[config.mk]
export PLATFORM = sky130hd
export DESIGN_NAME = ysyx_22041071_ifu_fetch
export DESIGN_NICKNAME = d
export VERILOG_FILES = /design/src/rtl/ysyx_22041071_ifu_fetch.sv
export SDC_FILE = /design/constraint.sdc
export NUM_CORES = 1
export LEC_CHECK = 0
export ABC_AREA = 0
export CELL_PAD_IN_SITES_DETAIL_PLACEMENT = 0
export CELL_PAD_IN_SITES_GLOBAL_PLACEMENT = 1
export CORE_AREA = 2 2 161 163
export DETAILED_ROUTE_END_ITERATION = 8
export DIE_AREA = 0 0 163 165
export HOLD_SLACK_MARGIN = 0.15
export PLACE_DENSITY_LB_ADDON = 0.25
export SYNTH_ARGS = -nofsm -noshare
export SYNTH_HDL_FRONTEND = slang
export SYNTH_SLANG_ARGS = --single-unit
[constraint.sdc]
create_clock -name clk -period 3.7 [get_ports clk]
set_input_delay 0.74 -clock clk [delete_from_list [all_inputs] [get_ports clk]]
set_output_delay 0.74 -clock clk [all_outputs]
set_load 0.01 [all_outputs]
[src/rtl/ysyx_22041071_ifu_fetch.sv]
// Instruction-fetch bus stage: takes one PC per handshake, issues a single-beat
// AXI read, and hands {pc, inst, err} to decode through a valid/ready register.
module ysyx_22041071_ifu_fetch #(
  parameter int ADDR_W   = 64,
  parameter int DATA_W   = 64,
  parameter int LEN_W    = 8,
  parameter int ID_W     = 4,
  parameter int FETCH_ID = 0
) (
  input  logic              clk,
  input  logic              reset,
  input  logic              pc_valid,
  output logic              pc_ready,
  input  logic [ADDR_W-1:0] pc_addr,
  input  logic              flush,
  output logic              ar_valid,
  input  logic              ar_ready,
  output logic [ADDR_W-1:0] ar_addr,
  output logic [ID_W-1:0]   ar_id,
  output logic [LEN_W-1:0]  ar_len,
  output logic [2:0]        ar_size,
  output logic [1:0]        ar_burst,
  input  logic              r_valid,
  output logic              r_ready,
  input  logic [DATA_W-1:0] r_data,
  input  logic [1:0]        r_resp,
  input  logic              r_last,
  output logic              inst_valid,
  input  logic              inst_ready,
  output logic [ADDR_W-1:0] inst_pc,
  output logic [31:0]       inst,
  output logic              inst_err,
  output logic [1:0]        fsm_state
);

  // Handshakes: a transfer happens on a rising edge where valid and ready are
  // both high; valid never drops and its payload never changes until then.
  typedef enum logic [1:0] {S_IDLE, S_AR, S_R, S_HOLD} state_t;

  state_t            state;
  state_t            state_nxt;
  logic [ADDR_W-1:0] pc_q;
  logic              drop;
  logic              accept;
  logic              beat_keep;
  logic              unused_r_last;

  assign pc_ready  = (state == S_IDLE) | ((state == S_HOLD) & inst_ready & ~flush);
  assign accept    = pc_valid & pc_ready & ~flush;
  assign r_ready   = (state == S_R);
  assign beat_keep = (state == S_R) & r_valid & ~(drop | flush);

  assign ar_id    = ID_W'(FETCH_ID);
  assign ar_len   = '0;
  assign ar_size  = 3'b011;
  assign ar_burst = 2'b01;

  assign fsm_state     = state;
  // Every R beat is treated as the final one, so r_last carries no information.
  assign unused_r_last = r_last;

  always_comb begin
    state_nxt = state;
    case (state)
      S_IDLE: if (accept) state_nxt = S_AR;
      S_AR:   if (ar_ready) state_nxt = S_R;
      S_R:    if (r_valid) state_nxt = (drop | flush) ? S_IDLE : S_HOLD;
      S_HOLD: begin
        if (flush)           state_nxt = S_IDLE;
        else if (inst_ready) state_nxt = accept ? S_AR : S_IDLE;
      end
      default: state_nxt = S_IDLE;
    endcase
  end

  always_ff @(posedge clk) begin
    if (reset) begin
      state      <= S_IDLE;
      pc_q       <= '0;
      ar_valid   <= 1'b0;
      ar_addr    <= '0;
      drop       <= 1'b0;
      inst_valid <= 1'b0;
      inst       <= '0;
      inst_pc    <= '0;
      inst_err   <= 1'b0;
    end else begin
      state <= state_nxt;

      if (accept) begin
        pc_q     <= pc_addr;
        ar_addr  <= {pc_addr[ADDR_W-1:3], 3'b000};
        ar_valid <= 1'b1;
      end else if ((state == S_AR) && ar_ready) begin
        ar_valid <= 1'b0;
      end

      // A redirect while the read is in flight marks its beat for discard.
      if ((state == S_R) && r_valid)
        drop <= 1'b0;
      else if (((state == S_AR) || (state == S_R)) && flush)
        drop <= 1'b1;

      if (beat_keep) begin
        inst       <= pc_q[2] ? r_data[63:32] : r_data[31:0];
        inst_pc    <= pc_q;
        inst_err   <= (r_resp != 2'b00);
        inst_valid <= 1'b1;
      end else if ((state == S_HOLD) && (flush || inst_ready)) begin
        inst_valid <= 1'b0;
      end
    end
  end

endmodule

==> impl_metrics.py <==
metrics = {
    "cells_and_area": {
        "area_delta_synth_final_pct": 46.30,
        "drive_gt1_share_pct": 6.119,
        "final_area_sq_mm": 0.01015,
        "antennaDiodeCount": 0,
        "final_net_count": 1176,
    },
    "critical_path": {
        "cp.arrival_ns": 2.14,
        "slowest_stage": "clkdlybuf4s50_1",
        "startpoint_type": "primary input",
        "critPathRequiredTime_ns": 2.96,
        "cp-end-kind": "output port",
        "path_class": "in -> out",
        "crit_fanout": 6,
        "crit_top_cell": "clkdlybuf4s50_1",
        "crit_path_start": "flush",
        "timing.rr.start": "fsm_state[0]",
        "cp_cell_sequence": "clkdlybuf4s50_1 -> inv_1 -> a31o_2 -> clkdlybuf4s50_1",
        "cpPeakStageDelay_ns": 0.62,
    },
    "power_and_ir_drop": {
        "power.clock.fraction_pct": 35.9,
        "pwr-share-seq_pct": 42.6,
        "netSwitchingFraction_pct": 29.52,
        "power_frac_comb_pct": 21.4,
        "p_leak_nw": 3.368,
        "powerDensity_mw_per_mm2": 464.6,
        "ir_drop_mv": 0.2987,
        "p_total_mw": 4.715,
        "p_switching_mw": 1.392,
        "internal_power_mw": 3.323,
    },
    "clocking": {
        "clk_pin_slew_ns": 0.06,
        "cts_setup_buffers": 0,
        "clk_latency_ns": 0.42,
        "cts_sinks": 166,
        "htree_levels": 4,
        "cts_root_buffer": "clkbuf_16",
        "cts_buffers": 17,
        "ctsHoldBuffers": 0,
        "cts_resized": 0,
        "clockBufferDepth": 2,
        "cts_tree": "done",
    },
    "synth": {
        "synth-main-ff-cell": "dfxtp_1",
        "synthDistinctLibCells": 28,
        "synth_top_cells_by_count": "nand2_1, dfxtp_1, a21oi_1, buf_4, nor2_1",
        "ys_seq_area_share_pct": 47.91,
        "avgSynthCellArea_sq_um": 8.418,
        "synth-edff-count": 0,
        "synth.top_cell.area_share_pct": 47.91,
        "synth_area_sq_mm": 0.006937,
        "synth.area.top_cells": "dfxtp_1, nand2_1, a21oi_1",
        "synthArstFlopShare_pct": 0,
        "synth_warnings": 0,
        "synth_seq_cells": 166,
        "netlist_instances": 824,
        "yosysTopAreaCell": "dfxtp_1",
        "yosysMostFrequentCell": "nand2_1",
    },
    "floorplanning": {
        "initial_utilization_pct": 27.71,
        "core.rowCount": 58,
        "dieHeight_microns": 165,
        "core-area_sq_mm": 0.02504,
        "die-area_sq_mm": 0.02690,
        "dieWidth_microns": 163,
        "io_pins": 322,
    },
    "routing": {
        "firstDrtPassIters": 4,
        "vias": 5838,
        "drc": 0,
        "drt_iter0_markers": 179,
        "wire_per_inst_microns": 15.27,
        "ant_nets": 0,
        "vias_per_cell": 4.243,
        "drt_wl_total_microns": 21010,
    },
    "placement": {
        "place_hpwl_microns": 14320,
        "routabilityCongestion": 0.7148,
        "port_buffers": 300,
        "placed_area_sq_mm": 0.009593,
    },
    "global_routing": {
        "antenna_found_initial": 0,
        "gr-total-overflow": 0,
        "grt_pass1_vias": 5693,
        "track_usage_pct": 15.44,
        "grt_max_degree": 69,
        "grt_pass1_wl_microns": 32260,
    },
    "timing": {
        "fin_crit_ns": 2.879,
        "hold_viol": 0,
        "post-route-period-util_pct": 77.81,
        "setup_violations": 0,
        "rsz0062_at_grt": "false",
        "fin_skew_ns": 0.01191,
        "slew_headroom_pct": 28.29,
        "fmax_ghz": 0.3473,
        "tightestPinTransition_ns": 1.076,
        "slew_violations": 0,
        "setup_tns_ns": 0,
    },
    "worst_hold_path": {
        "worstHoldStart": "inst_pc[50]",
        "min_path_type": "reg -> reg",
    },
    "flow_run": {
        "cap_viol_max_count": 0,
    },
    "outcome": {
        "status": "complete, no violations",
    },
}
worst max-delay path: cells and delay by family:
kind            cells  cell delay (ns)
compound gates      1             0.20
buf+inv             3             1.20
kinds of logic after synthesis:
| logic type | count (synthesis) | synth area share, % |
|---|---|---|
| fa+ha+maj | 5 | 0.9019 |
| other cells | 2 | 0.1083 |
| compound gates | 173 | 15.15 |
| buf+inv | 141 | 14.25 |
| mux | 32 | 4.618 |
| simple gates | 305 | 17.06 |
| flops | 166 | 47.91 |
path summary, 6_finish.rpt:
check	end	slack, ns	depth (start not counted)
worst max register to register	inst[31]	1.42	7
worst min-delay path	inst_pc[50]	0.45	2
worst min register to register	inst_pc[50]	0.45	2
worst max-delay path	pc_ready	0.82	4
sequential cells by signal (all words and copies together) (netlist names):
register	flops
inst_pc	64
inst_err	1
fsm_state	2
pc_q	64
inst	32
drop	1
ar_valid	1
inst_valid	1
stage by stage:
stage	setup WS (ns)	hold WS [ns]	util (%)	instances
floorplan	1.919	0.4321	-	842
global placement	0.7975	0.4416	38.32	1344
detailed placement	0.7612	0.4453	38.32	1344
CTS	0.8202	0.4547	40.53	1376
global route	0.7601	0.4660	40.53	1376
finish	0.8209	0.4538	40.53	1376
metal layers:
layer | up-vias | wire length, microns | track usage (%) | part of all wire [%]
met5 | - | 0 | 0 | 0
met4 | 0 | 237 | 3.902 | 1.1
met3 | 14 | 1527 | 5.801 | 7.3
met2 | 169 | 10010 | 25.79 | 48
met1 | 2637 | 9234 | 18.77 | 44
li1 | 3018 | - | - | -
power groups by stage:
stage | sequential [mW] | combinational (mW) | clock, mW
2_1_floorplan | 2.03 | 0.632 | 0
3_3_place_gp | 2.05 | 1.03 | 0
3_5_place_dp | 2.05 | 1.03 | 0
4_1_cts | 2.01 | 1.03 | 1.76
5_1_grt | 2.03 | 1.11 | 1.84
6_report | 2.01 | 1.01 | 1.69
area by class of cell:
cell class / instances / area, sq um
multi-input combinational: 535 / 2703
clock buffer: 19 / 442.9
timing repair buffer: 310 / 3142
tap: 330 / 412.9
fill: 2571 / 14890
sequential: 166 / 3324
clock inverter: 13 / 112.6
inverter: 3 / 11.26
layout by cell type, fill, tap and decap left out, types with 3 or more instances in the layout:
cell type,count
a21oi_1,133
buf_12,5
nand2_1,259
inv_6,4
a211oi_1,22
inv_8,3
dfxtp_1,165
clkbuf_16,17
clkdlybuf4s50_1,299
nor2_1,34
clkinvlp_4,4
a211oi_2,13
buf_4,5
ha_1,5
conb_1,20
mux2i_1,32
inv_1,3
Power figures use the tool's default switching activity.
